**src/rtl/ppct_serial_mult_if.sv**
```systemverilog
// Handshake bundle for ppct_serial_mult: operand side (in_valid/in_ready,
// x, y, theta), result side (out_valid/out_ready, z) and busy status.
interface ppct_serial_mult_if #(
  parameter int WIDTH = 8,
  parameter int TW    = $clog2(WIDTH)
);
  logic               in_valid;
  logic               in_ready;
  logic [WIDTH-1:0]   x;
  logic [WIDTH-1:0]   y;
  logic [TW-1:0]      theta;
  logic               out_valid;
  logic               out_ready;
  logic [2*WIDTH-1:0] z;
  logic               busy;

  modport master (
    output in_valid, x, y, theta, out_ready,
    input  in_ready, out_valid, z, busy
  );

  modport slave (
    input  in_valid, x, y, theta, out_ready,
    output in_ready, out_valid, z, busy
  );
endinterface

```
**src/rtl/ppct_serial_mult.sv**
```systemverilog
// Iterative column-truncated multiplier: one partial-product row per cycle.
// Ports: clk, rst (async, active-high), bus (ppct_serial_mult_if.slave).
module ppct_serial_mult #(
  parameter int WIDTH = 8,
  parameter int TW    = $clog2(WIDTH)
) (
  input logic              clk,
  input logic              rst,
  ppct_serial_mult_if.slave bus
);

  typedef enum logic [1:0] {
    IDLE,
    RUN,
    DONE
  } state_t;

  localparam logic [TW-1:0] LAST = TW'(WIDTH - 1);

  state_t             state;
  logic [WIDTH-1:0]   xr;
  logic [WIDTH-1:0]   yr;
  logic [TW-1:0]      thr;
  logic [TW-1:0]      r;
  logic [2*WIDTH-1:0] acc;
  logic               in_ready_q;
  logic               out_valid_q;
  logic               busy_q;

  logic [TW:0]        k;
  logic [WIDTH-1:0]   m;
  logic [2*WIDTH-1:0] row;

  // Row r drops its lowest (theta-r) bits so every column below
  // theta is left out of the sum.
  always_comb begin
    k   = {1'b0, thr} - {1'b0, r};
    m   = xr;
    if (r < thr) begin
      m = (xr >> k) << k;
    end
    row = {{WIDTH{1'b0}}, m & {WIDTH{yr[r]}}} << r;
  end

  always_ff @(posedge clk or posedge rst) begin
    if (rst) begin
      state       <= IDLE;
      xr          <= '0;
      yr          <= '0;
      thr         <= '0;
      r           <= '0;
      acc         <= '0;
      in_ready_q  <= 1'b1;
      out_valid_q <= 1'b0;
      busy_q      <= 1'b0;
    end else begin
      unique case (state)
        IDLE: begin
          if (bus.in_valid) begin
            xr         <= bus.x;
            yr         <= bus.y;
            thr        <= bus.theta;
            acc        <= '0;
            r          <= '0;
            state      <= RUN;
            in_ready_q <= 1'b0;
            busy_q     <= 1'b1;
          end
        end
        RUN: begin
          acc <= acc + row;
          r   <= r + 1'b1;
          if (r == LAST) begin
            r           <= '0;
            state       <= DONE;
            out_valid_q <= 1'b1;
          end
        end
        DONE: begin
          if (bus.out_ready) begin
            state       <= IDLE;
            out_valid_q <= 1'b0;
            busy_q      <= 1'b0;
            in_ready_q  <= 1'b1;
          end
        end
        default: begin
          state       <= IDLE;
          in_ready_q  <= 1'b1;
          out_valid_q <= 1'b0;
          busy_q      <= 1'b0;
        end
      endcase
    end
  end

  assign bus.in_ready  = in_ready_q;
  assign bus.out_valid = out_valid_q;
  assign bus.busy      = busy_q;
  assign bus.z         = acc;

endmodule

```
**src/flat_wrapper.sv**
```systemverilog
// flat-port wrapper written by rule: the top's interface ports become plain ports
module ppct_serial_mult_flat 
#(
  parameter int WIDTH = 8,
  parameter int TW    = $clog2(WIDTH)
)
  (clk, rst, bus_in_valid, bus_x, bus_y, bus_theta, bus_out_ready, bus_in_ready, bus_out_valid, bus_z, bus_busy);
  ppct_serial_mult_if #(.WIDTH(WIDTH), .TW(TW)) bus_i ();
  input logic clk;
  input logic rst;
  input wire logic [$bits(bus_i.in_valid)-1:0] bus_in_valid;
  input wire logic [$bits(bus_i.x)-1:0] bus_x;
  input wire logic [$bits(bus_i.y)-1:0] bus_y;
  input wire logic [$bits(bus_i.theta)-1:0] bus_theta;
  input wire logic [$bits(bus_i.out_ready)-1:0] bus_out_ready;
  output wire logic [$bits(bus_i.in_ready)-1:0] bus_in_ready;
  output wire logic [$bits(bus_i.out_valid)-1:0] bus_out_valid;
  output wire logic [$bits(bus_i.z)-1:0] bus_z;
  output wire logic [$bits(bus_i.busy)-1:0] bus_busy;
  assign bus_i.in_valid = bus_in_valid;
  assign bus_i.x = bus_x;
  assign bus_i.y = bus_y;
  assign bus_i.theta = bus_theta;
  assign bus_i.out_ready = bus_out_ready;
  assign bus_in_ready = bus_i.in_ready;
  assign bus_out_valid = bus_i.out_valid;
  assign bus_z = bus_i.z;
  assign bus_busy = bus_i.busy;
  ppct_serial_mult #(.WIDTH(WIDTH), .TW(TW)) u_core (.clk(clk), .rst(rst), .bus(bus_i));
endmodule
```
**config.mk**
```make
export PLATFORM = sky130hd
export DESIGN_NAME = ppct_serial_mult_flat
export DESIGN_NICKNAME = d
export VERILOG_FILES = /design/src/rtl/ppct_serial_mult_if.sv /design/src/rtl/ppct_serial_mult.sv /design/src/flat_wrapper.sv
export SDC_FILE = /design/constraint.sdc
export NUM_CORES = 1
export LEC_CHECK = 0
export ABC_CLOCK_PERIOD_IN_PS = 9600
export CAP_MARGIN = 20
export CORE_UTILIZATION = 48
export CTS_BUF_LIST = sky130_fd_sc_hd__clkbuf_2 sky130_fd_sc_hd__clkbuf_4 sky130_fd_sc_hd__clkbuf_8
export CTS_CLUSTER_DIAMETER = 50
export DETAILED_ROUTE_END_ITERATION = 10
export PLACE_DENSITY = 0.81
export SETUP_SLACK_MARGIN = 0.05
export SLEW_MARGIN = 10
export SYNTH_ARGS = -nofsm -noshare
export SYNTH_HDL_FRONTEND = slang
export SYNTH_SLANG_ARGS = --single-unit
```
**constraint.sdc**
```tcl
create_clock -name clk -period 9.6 [get_ports clk]
set_clock_uncertainty 0.05 [all_clocks]
set_input_delay 0.96 -clock clk [delete_from_list [all_inputs] [get_ports clk]]
set_output_delay 0.96 -clock clk [all_outputs]
set_load 0.01 [all_outputs]
```
==> run_results.csv <==
group,metric,value,unit
outcome,status,"finished clean",
floorplan,die_area,6970,sq um
routing,drt-wirelength-per-cell,16.8,microns
logic_synthesis,synth_most_common_cell,"dfrtp_1",
placement,io_buffers,41,
logic_synthesis,synth_top_area_frac,0.330,
routing,antenna_left,0,
logic_synthesis,synth_edf_count,0,
clocking,postCtsSetupBuffers,0,
timing,timing.fmax,167,MHz
grt,grt_max_degree,44,
setup_path,cp-start-kind,"flop",
logic_synthesis,synth_nets,388,
floorplan,chipWidth,83.5,microns
clocking,clockBufferDepth,2,
logic_synthesis,yosys.area.top_type,"dfrtp_1",
clocking,clk_pin_slew,0.09,ns
clocking,cts_root_buffer,"clkbuf_8",
setup_path,crit_fanout,19,
logic_synthesis,yosys.cell_types.count,57,
timing,fin_ws,3.61,ns
clocking,tritoncts,"done",
finish,synthToLayoutAreaGrowth,17.8,%
placement,gp_congestion,0.959,
placement,dp_hpwl,5640,microns
logic_synthesis,synth.area.top_cells,"dfrtp_1 33%, ha_1 8.2%, mux2_2 6.4%",
timing,hold_ws,0.449,ns
timing,fin_crit,5.99,ns
setup_path,path_delay_family,"compound AO/OA/AOI/OAI gates",
setup_path,required,9.74,ns
routing,dr.pass1.iters,5,
logic_synthesis,syn_area,3190,sq um
setup_path,cp_slowest_cell,"dfrtp_1",
clocking,numCtsBuffers,5,
logic_synthesis,synth_warnings,0,
clocking,post_cts_resized,0,
min_path,min_path_type,"flop to flop",
routing,avgViaCountPerCell,6.25,
job,cap_violations,0,
logic_synthesis,synth_common_cells,"42 x dfrtp_1, 28 x o21ai_0, 24 x nand2_1, 21 x ha_1, 19 x a21oi_1",
routing,routed_wl,7630,microns
logic_synthesis,synth_cells,341,
timing,timing_hold_violations_final,0,
finish,fillCellCount,553,
logic_synthesis,yosysSeqAreaShare,0.338,
timing,tns,0,ns
clocking,htreeDepth,2,
timing,rsz0062_at_grt,"no",
setup_path,critPathBufInv,2,
timing,relSlewSlack,0.438,
logic_synthesis,synthArstFlopShare,1.00,
finish,drive_gt1_frac,0.106,
timing,drv_slew,0,
logic_synthesis,synth-seq-cells,43,
routing,drcViolationCount,0,
placement,dp_slack,3.86,ns
timing,worst_pin_slew,0.840,ns
grt,track_usage,0.226,
grt,grt_pass1_vias,2768,
setup_path,cp.arrival,6.13,ns
setup_path,endpoint_kind,"flop",
clocking,insertion_delay,0.30,ns
routing,drtIter0Drc,296,
grt,grt-ovfl-total,0,
timing,finalCritPeriodShare,0.624,
floorplan,rows,29,
floorplan,coreArea,6390,sq um
setup_path,critical_path_class,"flop to flop",
floorplan,ios,42,
logic_synthesis,synth_area_per_cell,9.35,sq um
routing,vias,2831,
logic_synthesis,ys.flop_type,"dfrtp_1",
clocking,cts_hold_buf,0,
grt,antenna_found_initial,0,
grt,grt_pass1_wl,13000,microns
timing,setup_viol,0,
setup_path,crit_chain,"inv_1 -> fa_1 -> inv_1 -> fa_1 -> o21a_1 -> o21ai_0 -> o21ai_0 -> a32o_1 -> a222oi_1 -> a22oi_1 -> ha_1 -> or3_1 -> o21ai_0 -> a211oi_1 -> o311a_1 -> or3_1 -> a32o_1",
finish,fin_nets,422,
floorplan,die_y,83.5,microns
setup_path,cpPeakStageDelay,0.78,ns
setup_path,path_common_cell,"o21ai_0",
floorplan,initial_core_util,0.499,
clocking,cts.sinks,43,
finish,antenna_cells,0,
-- metrics by stage --
step | cell area, sq um | util | instances
floorplan | 3190 | - | 341
global placement | 3650 | 0.571 | 445
detailed placement | 3650 | 0.571 | 445
CTS | 3760 | 0.589 | 453
global route | 3760 | 0.589 | 453
finish | 3760 | 0.589 | 453
-- registers in the layout, summed over array words and instances (netlist names) --
| signal | cells |
|---|---|
| u_core.bus.z | 16 |
| u_core.xr | 8 |
| u_core.yr | 8 |
| u_core.r | 3 |
| u_core.thr | 3 |
| u_core.state | 2 |
| u_core.bus.busy | 1 |
| u_core.bus.in_ready | 1 |
| u_core.bus.out_valid | 1 |
-- kinds of logic (layout without fill, tap and decap cells) --
family,count (synthesis),after routing,share of synthesized area
buffers and inverters,36,71,0.0451
DFF,43,43,0.338
and+or+nand+nor,87,87,0.133
AOI/OAI and AO/OA,115,115,0.247
muxes,31,31,0.122
xor gates and xnor gates,5,5,0.0137
adders and majority gates,24,24,0.101
-- placed cells by master (no fill, tap or decap), drive strengths merged, types with 18 or more instances in the layout --
cell type,n
dfrtp,42
a21oi,19
inv,18
clkdlybuf4s50,41
nor2,18
mux2,19
o21ai,28
ha,21
nand2,24
-- layer usage --
layer | vias up | global-route usage | part of all wire
met1 | 1358 | 0.312 | 0.46
li1 | 1366 | - | -
met4 | 0 | 0.0663 | 0.017
met3 | 20 | 0.0396 | 0.050
met2 | 87 | 0.368 | 0.48
met5 | - | 0 | 0
-- worst reg2reg max path, delay by kind of cell (launching register included) --
family | cells | cell delay, ns
buffers and inverters | 2 | 0.47
flip-flops | 1 | 0.78
AND/OR/NAND/NOR | 2 | 0.67
adder cells (fa/ha/maj) | 3 | 1.28
AO/OA/AOI/OAI | 10 | 2.63
-- layout make-up --
cell class	instances	area, sq um	area share
multi-input combinational	262	1970	0.524
timing repair buffer	44	433	0.115
inverter	19	71.3	0.0190
clock buffer	5	68.8	0.0183
tap	77	96.3	0.0256
clock inverter	3	43.8	0.0117
sequential	43	1080	0.287
-- final timing paths --
| check | from | cells after the start | slack [ns] | endpoint |
|---|---|---|---|---|
| setup / recovery | u_core.r[1] | 17 | 3.61 | u_core.bus.z[14] |
| hold / removal | u_core.bus.z[15] | 1 | 0.45 | u_core.bus.z[15] |
| setup reg to reg | u_core.r[1] | 17 | 3.61 | u_core.bus.z[14] |
| hold reg to reg | u_core.bus.z[15] | 1 | 0.45 | u_core.bus.z[15] |
| max in group asynchronous | rst | 3 | 8.07 | u_core.bus.z[0] |
| min in group asynchronous | rst | 3 | 1.04 | u_core.yr[6] |
Power is left out: the tool's default activity adds up to more than one toggle a clock period on the data nets, which glitch-free logic cannot reach.
